[src/rtl/if_stage.sv]
// rtl/if_stage.sv - MIPS instruction-fetch stage with IF/ID register (optional IF_PERF_CNT_EN counters)
module if_stage #(
    parameter logic [31:0] RESET_PC = 32'h0000_0000
) (
    input  logic        clk,
    input  logic        rst_n,
    input  logic        stall,
    input  logic        branch,
    input  logic        jump,
    input  logic        jr,
    input  logic [31:0] br_target,
    input  logic [31:0] jr_target,
    input  logic [25:0] j_index,
    output logic        imem_req,
    output logic [31:0] imem_addr,
    input  logic [31:0] imem_rdata,
    input  logic        imem_ready,
    output logic [31:0] id_inst,
    output logic [31:0] id_pc4,
`ifdef IF_PERF_CNT_EN
    output logic [31:0] perf_fetch,
    output logic [31:0] perf_bubble,
`endif
    output logic        id_valid
);

    localparam logic [0:0] ST_RUN  = 1'b0;
    localparam logic [0:0] ST_DROP = 1'b1;

    logic [0:0]  r_state;
    logic [31:0] r_pc;
    logic [31:0] r_redir_pc;
    logic [31:0] r_id_inst;
    logic [31:0] r_id_pc4;
    logic        r_id_valid;

    logic        w_take;
    logic [31:0] w_target_raw;
    logic [31:0] w_target;
    logic [31:0] w_pc_plus4;

    logic [0:0]  w_state_nxt;
    logic [31:0] w_pc_nxt;
    logic [31:0] w_redir_nxt;
    logic [31:0] w_inst_nxt;
    logic [31:0] w_pc4_nxt;
    logic        w_valid_nxt;
    logic        w_load_fetch;
    logic        w_load_bubble;

    // A redirect coinciding with a stall is dropped: stall has priority.
    assign w_take     = branch & ~stall;
    assign w_pc_plus4 = r_pc + 32'd4;

    always_comb begin
        w_target_raw = br_target;
        if (jr) begin
            w_target_raw = jr_target;
        end else if (jump) begin
            w_target_raw = {r_id_pc4[31:28], j_index, 2'b00};
        end
    end

    assign w_target  = {w_target_raw[31:2], 2'b00};
    assign imem_req  = rst_n;
    assign imem_addr = {r_pc[31:2], 2'b00};

    always_comb begin
        w_state_nxt   = r_state;
        w_pc_nxt      = r_pc;
        w_redir_nxt   = r_redir_pc;
        w_inst_nxt    = r_id_inst;
        w_pc4_nxt     = r_id_pc4;
        w_valid_nxt   = r_id_valid;
        w_load_fetch  = 1'b0;
        w_load_bubble = 1'b0;

        case (r_state)
            ST_RUN: begin
                if (stall) begin
                    w_pc_nxt = r_pc;
                end else if (w_take) begin
                    w_load_bubble = 1'b1;
                    if (imem_ready) begin
                        w_pc_nxt = w_target;
                    end else begin
                        w_redir_nxt = w_target;
                        w_state_nxt = ST_DROP;
                    end
                end else if (imem_ready) begin
                    w_load_fetch = 1'b1;
                    w_inst_nxt   = imem_rdata;
                    w_pc4_nxt    = w_pc_plus4;
                    w_valid_nxt  = 1'b1;
                    w_pc_nxt     = w_pc_plus4;
                end else begin
                    w_load_bubble = 1'b1;
                end
            end
            default: begin
                // The wrong-path fetch must finish at the old address before redirecting.
                w_load_bubble = ~stall;
                if (w_take) begin
                    w_redir_nxt = w_target;
                end
                if (imem_ready) begin
                    w_pc_nxt    = w_take ? w_target : r_redir_pc;
                    w_state_nxt = ST_RUN;
                end
            end
        endcase

        if (w_load_bubble) begin
            w_inst_nxt  = 32'd0;
            w_pc4_nxt   = 32'd0;
            w_valid_nxt = 1'b0;
        end
    end

    always_ff @(posedge clk) begin
        if (!rst_n) begin
            r_state    <= ST_RUN;
            r_pc       <= RESET_PC;
            r_redir_pc <= 32'd0;
            r_id_inst  <= 32'd0;
            r_id_pc4   <= 32'd0;
            r_id_valid <= 1'b0;
        end else begin
            r_state    <= w_state_nxt;
            r_pc       <= w_pc_nxt;
            r_redir_pc <= w_redir_nxt;
            r_id_inst  <= w_inst_nxt;
            r_id_pc4   <= w_pc4_nxt;
            r_id_valid <= w_valid_nxt;
        end
    end

    assign id_inst  = r_id_inst;
    assign id_pc4   = r_id_pc4;
    assign id_valid = r_id_valid;

`ifdef IF_PERF_CNT_EN
    logic [31:0] r_perf_fetch;
    logic [31:0] r_perf_bubble;

    always_ff @(posedge clk) begin
        if (!rst_n) begin
            r_perf_fetch  <= 32'd0;
            r_perf_bubble <= 32'd0;
        end else begin
            if (w_load_fetch) begin
                r_perf_fetch <= r_perf_fetch + 32'd1;
            end
            if (w_load_bubble) begin
                r_perf_bubble <= r_perf_bubble + 32'd1;
            end
        end
    end

    assign perf_fetch  = r_perf_fetch;
    assign perf_bubble = r_perf_bubble;
`endif

endmodule

[config.mk]
export PLATFORM = sky130hd
export DESIGN_NAME = if_stage
export DESIGN_NICKNAME = d
export VERILOG_FILES = /design/src/rtl/if_stage.sv
export SDC_FILE = /design/constraint.sdc
export NUM_CORES = 1
export LEC_CHECK = 0
export CORE_ASPECT_RATIO = 1.2
export CORE_MARGIN = 8
export CORE_UTILIZATION = 43
export CTS_BUF_LIST = sky130_fd_sc_hd__clkbuf_4
export DETAILED_ROUTE_END_ITERATION = 10
export PLACE_DENSITY = 0.84
export SYNTH_ARGS = -nofsm -noshare
export SYNTH_HDL_FRONTEND = slang
export SYNTH_SLANG_ARGS = --single-unit
[constraint.sdc]
create_clock -name clk -period 1.7 [get_ports clk]
set_input_delay 0.255 -clock clk [delete_from_list [all_inputs] [get_ports clk]]
set_output_delay 0.255 -clock clk [all_outputs]
set_load 0.05 [all_outputs]
==> results of run 1 <==
## repair_timing
item / 4_1_cts / 5_1_grt
buffers inserted: 2 / 3
pin swaps: 7 / 18
cloned: 0 / 0
endpoints found under the hold margin: 0 / 0
endpoints found under the setup margin: 31 / 41
hold buffers: 0 / 0
resized for setup: 23 / 37
## logic make-up after synthesis
| kind of cell | synth area share |
|---|---|
| multiplexers | 0.04833 |
| AND/OR/NAND/NOR | 0.2163 |
| adder cells (fa/ha/maj) | 0.001824 |
| XOR/XNOR | 0.03447 |
| other | 0.0005466 |
| flip-flops | 0.3794 |
| buffers and inverters | 0.09575 |
| AO/OA/AOI/OAI | 0.2234 |
## through the flow
step | hold slack (ns) | instances
after floorplan | 0.3910 | 873
after global placement | 0.4303 | 1328
after detailed placement | 0.4371 | 1328
after CTS | 0.1130 | 1362
after global routing | 0.1058 | 1367
final | 0.1277 | 1367
## routing by layer
metal / global-route usage / vias up / wire length (um)
met5: 0 / - / 0
met4: 0.1063 / 0 / 922
met3: 0.05638 / 72 / 2213
met2: 0.3515 / 450 / 11460
met1: 0.2742 / 3432 / 9874
li1: - / 3578 / -
## state kept, by name (all words and copies together), names as in the netlist
signal      cells
id_inst        32
id_pc4         32
r_state         1
id_valid        1
r_pc           32
r_redir_pc     32
## cell usage in the layout, fill, tap and decap left out, types with 22 or more instances in the layout
| master | count |
|---|---|
| buf_4 | 196 |
| mux2i_1 | 32 |
| nor2_1 | 26 |
| a21boi_0 | 22 |
| a21oi_1 | 68 |
| nand2_1 | 187 |
| clkdlybuf4s50_1 | 121 |
| o21ai_0 | 47 |
| dfxtp_1 | 116 |
| buf_12 | 27 |
| inv_1 | 29 |
## worst paths after layout
path                 start          to  slack, ns
setup / recovery  r_pc[12]  id_pc4[24]      -0.13
hold / removal       rst_n     r_pc[4]       0.13
hold reg to reg   id_valid    id_valid       0.45
setup reg to reg  r_pc[12]  id_pc4[24]      -0.13
## report_power, final
part	internal [mW]	switching (mW)
clock network	0.766	1.36
logic	0.876	1.10
registers	3.19	0.106
## layout make-up
class                   count  area, um^2
flip-flops and latches    130        2625
repair buffers            353        3306
clock inverters            15       147.6
diodes                      2       5.005
well taps                 208       260.3
clock buffers              17       127.6
fillers                  1214        5199
multi-input cells         611        3854
inverters                  31       116.4
## critical path, cell delays in order, from the launching register on
cell	delay, ns
dfxtp_2	0.37
nand4_1	0.23
buf_4	0.23
nor3_4	0.21
buf_6	0.15
nand4_1	0.15
xor2_1	0.18
a221oi_1	0.24
==> summary.json, run 1 <==
{
  "postRouteWirelength": {"value": 24.47, "unit": "mm"},
  "drt-vias-per-instance": {"value": 5.510},
  "most_frequent_cell_after_synthesis": {"value": "nand2_1"},
  "synth_top_cell_area_share": {"value": 0.3794},
  "route.detailed.wl_per_inst": {"value": 17.90, "unit": "um"},
  "drt_pass1_iterations": {"value": 5},
  "num_io_pins": {"value": 227},
  "outcome": {"value": "complete, but fails checks"},
  "final_power": {"value": 7.395, "unit": "mW"},
  "synth.top_cells.by_area": {"value": "dfxtp_1 38%, nand2_1 10%, a21oi_1 5.0%, mux2i_1 4.7%, buf_4 4.0%"},
  "cts-buffers-inserted": {"value": 17},
  "cts_tree": {"value": "done"},
  "setup-tns-final": {"value": -1.335, "unit": "ns"},
  "summed_instance_area_of_the_synthesized_netlist": {"value": 6860, "unit": "um^2"},
  "std_cell_rows": {"value": 50},
  "final_report_setup_violation_count": {"value": 20},
  "power_leakage": {"value": 4.209, "unit": "nW"},
  "ys_warn_count": {"value": 0},
  "ws_path_type": {"value": "flip-flop to flip-flop"},
  "min_path_type": {"value": "input pin to flip-flop"},
  "via_count_of_the_first_global_routing_pass": {"value": 7189},
  "critical_path.max_fanout": {"value": 4},
  "critPathLaunchType": {"value": "flip-flop"},
  "cts-htree-levels": {"value": 4},
  "fmax": {"value": 547.4, "unit": "MHz"},
  "insertion_delay": {"value": 0.56, "unit": "ns"},
  "grt_max_degree": {"value": 34},
  "postPlaceCellArea": {"value": 9873, "unit": "um^2"},
  "die_area": {"value": 20270, "unit": "um^2"},
  "globalRouteOverflowTotal": {"value": 0},
  "postLayoutSetupSlackWorst": {"value": -0.1267, "unit": "ns"},
  "min_delay_path_depth": {"value": 2},
  "core_region_area": {"value": 15640, "unit": "um^2"},
  "synth.cells.most_frequent": {"value": "187 x nand2_1, 130 x dfxtp_1, 69 x a21oi_1, 49 x o21ai_0, 40 x clkbuf_1"},
  "io_buffer_count": {"value": 220},
  "synth_top_area_cell": {"value": "dfxtp_1"},
  "grt_antenna_before_repair": {"value": 2},
  "root_buffer_selected_by_cts": {"value": "clkbuf_4"},
  "synth_seq_area_share": {"value": 0.3794},
  "post_route_core_utilization": {"value": 0.6676},
  "drt_iter0_drc": {"value": 792},
  "worstPathRequired": {"value": 2.18, "unit": "ns"},
  "r2r_cells": {"value": 7},
  "syn2layout_area_growth": {"value": 52.20, "unit": "%"},
  "max-vdd-ir-drop": {"value": 0.3609, "unit": "mV"},
  "cts_buffer_depth": {"value": 2},
  "share_of_flip_flops_with_an_asynchronous_set_or_reset": {"value": 0},
  "dp.final_hpwl": {"value": 17.96, "unit": "mm"},
  "design_area": {"value": 10440, "unit": "um^2"},
  "route.antenna.remaining_nets": {"value": 0},
  "gr-usage-all-layers": {"value": 0.2210},
  "endpoint_kind_of_the_worst_setup_timing_path": {"value": "flip-flop"},
  "syn_area_per_cell": {"value": 7.867, "unit": "um^2"},
  "cp_data_arrival_time": {"value": 2.30, "unit": "ns"},
  "finalCriticalPeriod": {"value": 1.827, "unit": "ns"},
  "drcViolationCount": {"value": 0},
  "synth.ff_latch_count": {"value": 130},
  "rsz0062_at_grt": {"value": "true"},
  "maxSlewViolCount": {"value": 0},
  "die_h": {"value": 154.4, "unit": "um"},
  "gp_routability_congestion": {"value": 0.9000},
  "timing_hold_violations_final": {"value": 0},
  "vias": {"value": 7532},
  "die_x": {"value": 131.3, "unit": "um"},
  "grt_first_pass_wirelength": {"value": 36.87, "unit": "mm"},
  "timing.clock.skew": {"value": 0.02071, "unit": "ns"},
  "final_nets": {"value": 1274},
  "post_synth_inst_count": {"value": 872},
  "synthDistinctLibCells": {"value": 62},
  "pwr_density_cell": {"value": 708.3, "unit": "nW/um^2"},
  "fin_crit_sh": {"value": 1.075},
  "clock_sinks": {"value": 130},
  "synth_edf_count": {"value": 0},
  "final_layout_size_suffix_gt1_frac": {"value": 0.2835},
  "maxCapViolations": {"value": 0},
  "failed_checks": {"value": "negative setup slack"},
  "synth_flop_cell": {"value": "dfxtp_1"},
  "starting_density_of_the_core": {"value": 0.4386},
  "pre_cts_slack": {"value": -0.3752, "unit": "ns"},
  "worst_setup_hold_path_clk_slew": {"value": 0.14, "unit": "ns"}
}
Power figures use the tool's default switching activity.
==> inputs of run 2 (changes only) <==
clock period = 1.6 ns   (was 1.7 ns; I/O delays follow)
==> run 2 against run 1 <==
  * The run still ends with negative setup slack left
  * Setup slack lost 0.15 ns
  * Utilization grew 6.8 points
  * Critical path depth is the same
  * Non-clock buffer count grew 54
  * Critical path type unchanged
  * Critical endpoint is now r_pc[31]
  * Largest cell class unchanged
==> summary.json, run 2 (synthesis gave the netlist of run 1 again) <==
{
  "core_region_area": {"value": 15640, "unit": "um^2"},
  "ws_path_type": {"value": "flip-flop to flip-flop"},
  "power_leakage": {"value": 4.726, "unit": "nW"},
  "min_path_type": {"value": "input pin to flip-flop"},
  "pwr_density_cell": {"value": 727.0, "unit": "nW/um^2"},
  "maxCapViolations": {"value": 0},
  "final_power": {"value": 8.361, "unit": "mW"},
  "final_nets": {"value": 1328},
  "rsz0062_at_grt": {"value": "true"},
  "r2r_cells": {"value": 7},
  "maxSlewViolCount": {"value": 0},
  "critical_path.max_fanout": {"value": 3},
  "starting_density_of_the_core": {"value": 0.4386},
  "design_area": {"value": 11500, "unit": "um^2"},
  "via_count_of_the_first_global_routing_pass": {"value": 7838},
  "insertion_delay": {"value": 0.57, "unit": "ns"},
  "io_buffer_count": {"value": 220},
  "syn2layout_area_growth": {"value": 67.64, "unit": "%"},
  "outcome": {"value": "complete, but fails checks"},
  "postRouteWirelength": {"value": 28.55, "unit": "mm"},
  "final_common_cell": {"value": "buf_4"},
  "root_buffer_selected_by_cts": {"value": "clkbuf_4"},
  "endpoint_kind_of_the_worst_setup_timing_path": {"value": "flip-flop"},
  "min_delay_path_depth": {"value": 2},
  "cp_data_arrival_time": {"value": 2.30, "unit": "ns"},
  "worst_setup_hold_path_clk_slew": {"value": 0.12, "unit": "ns"},
  "final_layout_size_suffix_gt1_frac": {"value": 0.3509},
  "fmax": {"value": 532.6, "unit": "MHz"},
  "vias": {"value": 8216},
  "worstPathRequired": {"value": 2.02, "unit": "ns"},
  "finalCriticalPeriod": {"value": 1.878, "unit": "ns"},
  "cts_tree": {"value": "done"},
  "cts_buffer_depth": {"value": 2},
  "whs": {"value": 0.1216, "unit": "ns"},
  "route.detailed.wl_per_inst": {"value": 20.09, "unit": "um"},
  "timing.hold.worst.start": {"value": "rst_n"},
  "postPlaceCellArea": {"value": 10370, "unit": "um^2"},
  "fin_crit_sh": {"value": 1.174},
  "gp_routability_congestion": {"value": 0.9484},
  "register_to_register_setup_slack": {"value": -0.28, "unit": "ns"},
  "r2r_start": {"value": "r_pc[11]"},
  "worst_pin_slew": {"value": 0.6731, "unit": "ns"},
  "worst_slew_margin_rel": {"value": 0.5508},
  "grt_max_degree": {"value": 41},
  "startpoint": {"value": "r_pc[11]"},
  "dp.final_hpwl": {"value": 18.88, "unit": "mm"},
  "globalRouteOverflowTotal": {"value": 0},
  "setup-tns-final": {"value": -3.844, "unit": "ns"},
  "timing_hold_violations_final": {"value": 0},
  "cts-htree-levels": {"value": 4},
  "clock_sinks": {"value": 130},
  "grt_antenna_before_repair": {"value": 2},
  "timing.clock.skew": {"value": 0.02578, "unit": "ns"},
  "num_io_pins": {"value": 227},
  "die_x": {"value": 131.3, "unit": "um"},
  "final_report_setup_violation_count": {"value": 45},
  "worst_r2r_endpoint": {"value": "r_pc[31]"},
  "post_cts_hold_buffer_count": {"value": 0},
  "drt_iter0_drc": {"value": 932},
  "drcViolationCount": {"value": 0},
  "cts-buffers-inserted": {"value": 17},
  "failed_checks": {"value": "negative setup slack"},
  "die_area": {"value": 20270, "unit": "um^2"},
  "postLayoutSetupSlackWorst": {"value": -0.2777, "unit": "ns"},
  "drt-vias-per-instance": {"value": 5.782},
  "grt_first_pass_wirelength": {"value": 41.06, "unit": "mm"},
  "critPathLaunchType": {"value": "flip-flop"},
  "terminating_pin_of_the_worst_hold_path": {"value": "r_redir_pc[16]"},
  "mostFrequentLayoutCells": {"value": "200 x buf_4, 183 x nand2_1, 121 x clkdlybuf4s50_1, 113 x dfxtp_1, 63 x a21oi_1"},
  "std_cell_rows": {"value": 50},
  "die_h": {"value": 154.4, "unit": "um"},
  "gr-usage-all-layers": {"value": 0.2444},
  "route.antenna.remaining_nets": {"value": 0},
  "drt_pass1_iterations": {"value": 7},
  "max-vdd-ir-drop": {"value": 0.4837, "unit": "mV"}
}
==> run 2: cell count changes in the layout (fill, tap and decap cells not counted), sizes merged <==
cell,before,now
buf,232,286
inv,39,34
clkinv,2,5
bufinv,1,3
==> run 2: worst max-delay path by stage <==
stage                      to
2_1_floorplan        r_pc[27]
3_3_place_gp         r_pc[17]
3_5_place_dp   r_redir_pc[13]
4_1_cts            id_pc4[24]
5_1_grt            id_pc4[24]
6_report             r_pc[31]
==> run 2: stage by stage <==
stage	worst slack [ns]	utilization	cells
finish	-0.2777	0.7354	1421
global route	-0.2693	0.7354	1421
CTS	-0.1103	0.7067	1408
detailed placement	-0.4341	0.6633	1360
global placement	-0.3854	0.6633	1360
floorplan	-0.05187	-	873
==> run 2: area by class of cell <==
type / instances / area (um^2)
fillers: 1031 / 4139
clock inverters: 15 / 182.7
flip-flops and latches: 130 / 2629
clock buffers: 17 / 127.6
multi-input cells: 611 / 4106
diodes: 2 / 5.005
inverters: 31 / 116.4
repair buffers: 407 / 4074
well taps: 208 / 260.3
==> run 2: layer usage <==
layer  up-vias  track usage  share of wire
li1       3677            -              -
met1      3705       0.2863           0.37
met2       649       0.4095           0.46
met3       185      0.06027          0.096
met4         0       0.1222          0.067
met5         -            0              0
==> run 2: worst max-delay path, stage by stage (launching register included) <==
cell and delay [ns]:
dfxtp_2 0.37, nand4_1 0.11, buf_6 0.15, buf_6 0.11
nor3_4 0.26, and4_4 0.32, mux2i_1 0.27, o22ai_1 0.13
==> run 2: power breakdown <==
| part | internal (mW) | switching (mW) |
|---|---|---|
| Combinational | 1.10 | 1.29 |
| Clock | 1.09 | 1.37 |
| Sequential | 3.39 | 0.115 |
| Total | 5.58 | 2.78 |
==> run 2: repair_timing <==
| action | 4_1_cts | 5_1_grt |
|---|---|---|
| endpoints found under the setup margin | 47 | 58 |
| pin swaps | 44 | 50 |
| setup buffers | 16 | 11 |
| resized for setup | 64 | 77 |
| hold endpoints to repair | 0 | 0 |
==> inputs of run 3 (changes only) <==
CORE_MARGIN = default   (was 8)
==> run 3 against run 2 <==
  * The flow still finishes with violations (negative setup slack)
  * Clock power shrank 13%
  * Non-clock buffer count fell by 15
  * Power shrank 5.0%
  * Register-to-register slack better by 0.03 ns
  * Cell count decreased by 1.1%
  * Sequential power about the same
  * Final area decreased by 3.1%
  * Clock skew is 0.0082 ns lower
  * Maximum frequency is 1.6% higher
  * Count of clock-buffer cells in the layout stayed put
  * Combinational power down 4%
==> summary.json, run 3 (synthesis gave the netlist of run 1 again) <==
{
  "cp_data_arrival_time": {"value": 2.34, "unit": "ns"},
  "mostFrequentLayoutCells": {"value": "202 x buf_4, 184 x nand2_1, 121 x clkdlybuf4s50_1, 109 x dfxtp_1, 62 x a21oi_1"},
  "clock_sinks": {"value": 130},
  "whs": {"value": 0.2006, "unit": "ns"},
  "cts_tree": {"value": "done"},
  "r2r_cells": {"value": 6},
  "outcome": {"value": "complete, but fails checks"},
  "std_cell_rows": {"value": 50},
  "cts-buffers-inserted": {"value": 17},
  "startpoint": {"value": "r_pc[11]"},
  "drt_pass1_iterations": {"value": 5},
  "core_region_area": {"value": 15580, "unit": "um^2"},
  "ws_path_type": {"value": "flip-flop to flip-flop"},
  "final_report_setup_violation_count": {"value": 39},
  "vias": {"value": 7861},
  "path_common_cell": {"value": "nand4_1"},
  "critical_path.max_fanout": {"value": 3},
  "via_count_of_the_first_global_routing_pass": {"value": 7164},
  "critPathLaunchType": {"value": "flip-flop"},
  "cts-htree-levels": {"value": 4},
  "grt_antenna_before_repair": {"value": 1},
  "gp_routability_congestion": {"value": 0.8994},
  "min_path_type": {"value": "input pin to flip-flop"},
  "final_nets": {"value": 1313},
  "cp_slowest_stage_delay": {"value": 0.38, "unit": "ns"},
  "setup.worst_path.end": {"value": "r_pc[27]"},
  "starting_density_of_the_core": {"value": 0.4404},
  "register_to_register_setup_slack": {"value": -0.25, "unit": "ns"},
  "fin_crit_sh": {"value": 1.156},
  "maxCapViolations": {"value": 0},
  "worst_setup_hold_path_clk_slew": {"value": 0.13, "unit": "ns"},
  "max-vdd-ir-drop": {"value": 0.3942, "unit": "mV"},
  "io_buffer_count": {"value": 220},
  "drcViolationCount": {"value": 0},
  "finalCriticalPeriod": {"value": 1.849, "unit": "ns"},
  "rsz0062_at_grt": {"value": "true"},
  "switching_power": {"value": 2.715, "unit": "mW"},
  "route.antenna.remaining_nets": {"value": 0},
  "worst_r2r_endpoint": {"value": "r_pc[27]"},
  "postPlaceCellArea": {"value": 10180, "unit": "um^2"},
  "num-fill-cells": {"value": 1119},
  "dp.final_hpwl": {"value": 17.20, "unit": "mm"},
  "grt_max_degree": {"value": 37},
  "clock_power_share": {"value": 0.269},
  "globalRouteOverflowTotal": {"value": 0},
  "power.internal": {"value": 5.232, "unit": "mW"},
  "design_area": {"value": 11140, "unit": "um^2"},
  "postLayoutSetupSlackWorst": {"value": -0.2490, "unit": "ns"},
  "comb_power_share": {"value": 0.289},
  "grt_first_pass_wirelength": {"value": 36.14, "unit": "mm"},
  "gr-usage-all-layers": {"value": 0.2715},
  "root_buffer_selected_by_cts": {"value": "clkbuf_4"},
  "p_sw_frac": {"value": 0.3417},
  "flop_pwr_share": {"value": 0.442},
  "die_area": {"value": 16470, "unit": "um^2"},
  "worst_path_max_delay_cell": {"value": "dfxtp_2"},
  "r2r_start": {"value": "r_pc[11]"},
  "syn2layout_area_growth": {"value": 62.39, "unit": "%"},
  "fmax": {"value": 540.8, "unit": "MHz"},
  "timing_hold_violations_final": {"value": 0},
  "worstPathRequired": {"value": 2.09, "unit": "ns"},
  "maxSlewViolCount": {"value": 0},
  "final_common_cell": {"value": "buf_4"},
  "drt_iter0_drc": {"value": 903},
  "die_h": {"value": 140.4, "unit": "um"},
  "pwr_density_cell": {"value": 713.3, "unit": "nW/um^2"},
  "failed_checks": {"value": "negative setup slack"},
  "postRouteWirelength": {"value": 25.19, "unit": "mm"},
  "endpoint_kind_of_the_worst_setup_timing_path": {"value": "flip-flop"},
  "critical_path.cell_chain": {"value": "nand4_1, buf_6, nor4_4, nand4_1, o32a_1, a31oi_1"},
  "route.detailed.wl_per_inst": {"value": 17.93, "unit": "um"},
  "drt-vias-per-instance": {"value": 5.595},
  "num_io_pins": {"value": 227},
  "insertion_delay": {"value": 0.57, "unit": "ns"},
  "timing.clock.skew": {"value": 0.01755, "unit": "ns"},
  "die_x": {"value": 117.3, "unit": "um"},
  "power_leakage": {"value": 4.533, "unit": "nW"},
  "cts_buffer_depth": {"value": 2},
  "final_layout_size_suffix_gt1_frac": {"value": 0.3336}
}
## run 3: per-layer routing
layer | global-route usage | part of all wire
met5 | 0 | 0
met1 | 0.3435 | 0.39
met3 | 0.04967 | 0.086
met2 | 0.4472 | 0.48
met4 | 0.1258 | 0.044
## run 3: worst min path at each step
stage          slack [ns]  cells after the start              to      startpoint
3_3_place_gp         0.44                      2  r_redir_pc[22]  r_redir_pc[22]
4_1_cts              0.15                      3        r_pc[13]           rst_n
3_5_place_dp         0.45                      2        id_valid        id_valid
2_1_floorplan        0.38                      2     id_inst[26]  imem_rdata[26]
5_1_grt              0.17                      3     id_inst[14]  imem_rdata[14]
6_report             0.20                      3     id_inst[22]  imem_rdata[22]
## run 3: power groups by stage
stage,Sequential [mW],Clock (mW),Combinational (mW)
3_5_place_dp,3.56,0,2.15
4_1_cts,3.50,2.14,2.18
5_1_grt,3.52,2.31,2.41
2_1_floorplan,3.78,0,0.897
3_3_place_gp,3.56,0,2.12
6_report,3.51,2.14,2.30
## run 3: what timing repair did
item	CTS	global route
gates resized for setup	54	62
pin swaps	39	49
cloned	0	3
endpoints found under the setup margin	44	56
hold buffers	0	0
buffers inserted	11	10
## run 3: area by class of cell
cell class / instances / area (um^2) / area share
Antenna cell: 1 / 2.502 / 0.0002246
Clock buffer: 17 / 127.6 / 0.01146
Clock inverter: 15 / 135.1 / 0.01213
Inverter: 31 / 116.4 / 0.01044
Multi-Input combinational cell: 611 / 3993 / 0.3584
Sequential cell: 130 / 2639 / 0.2369
Tap cell: 208 / 260.3 / 0.02336
Timing Repair Buffer: 392 / 3867 / 0.3471
## run 3: worst max-delay path, delay by kind of cell, from the launching register on
kind / cells / cell delay [ns]
and+or+nand+nor: 3 / 0.72
buffers and inverters: 1 / 0.20
AOI/OAI and AO/OA: 2 / 0.48
DFF: 1 / 0.38
## run 3: stage by stage
step	utilization	setup slack (ns)	instances	setup TNS [ns]	total power [mW]
detailed placement	0.6537	-0.3529	1348	-28.53	5.711
CTS	0.6871	-0.1442	1391	-1.327	7.820
finish	0.7152	-0.2490	1405	-4.232	7.947
global route	0.7152	-0.2933	1405	-6.640	8.243
global placement	0.6537	-0.3444	1348	-24.65	5.676
floorplan	-	-0.05187	873	-0.1324	4.681
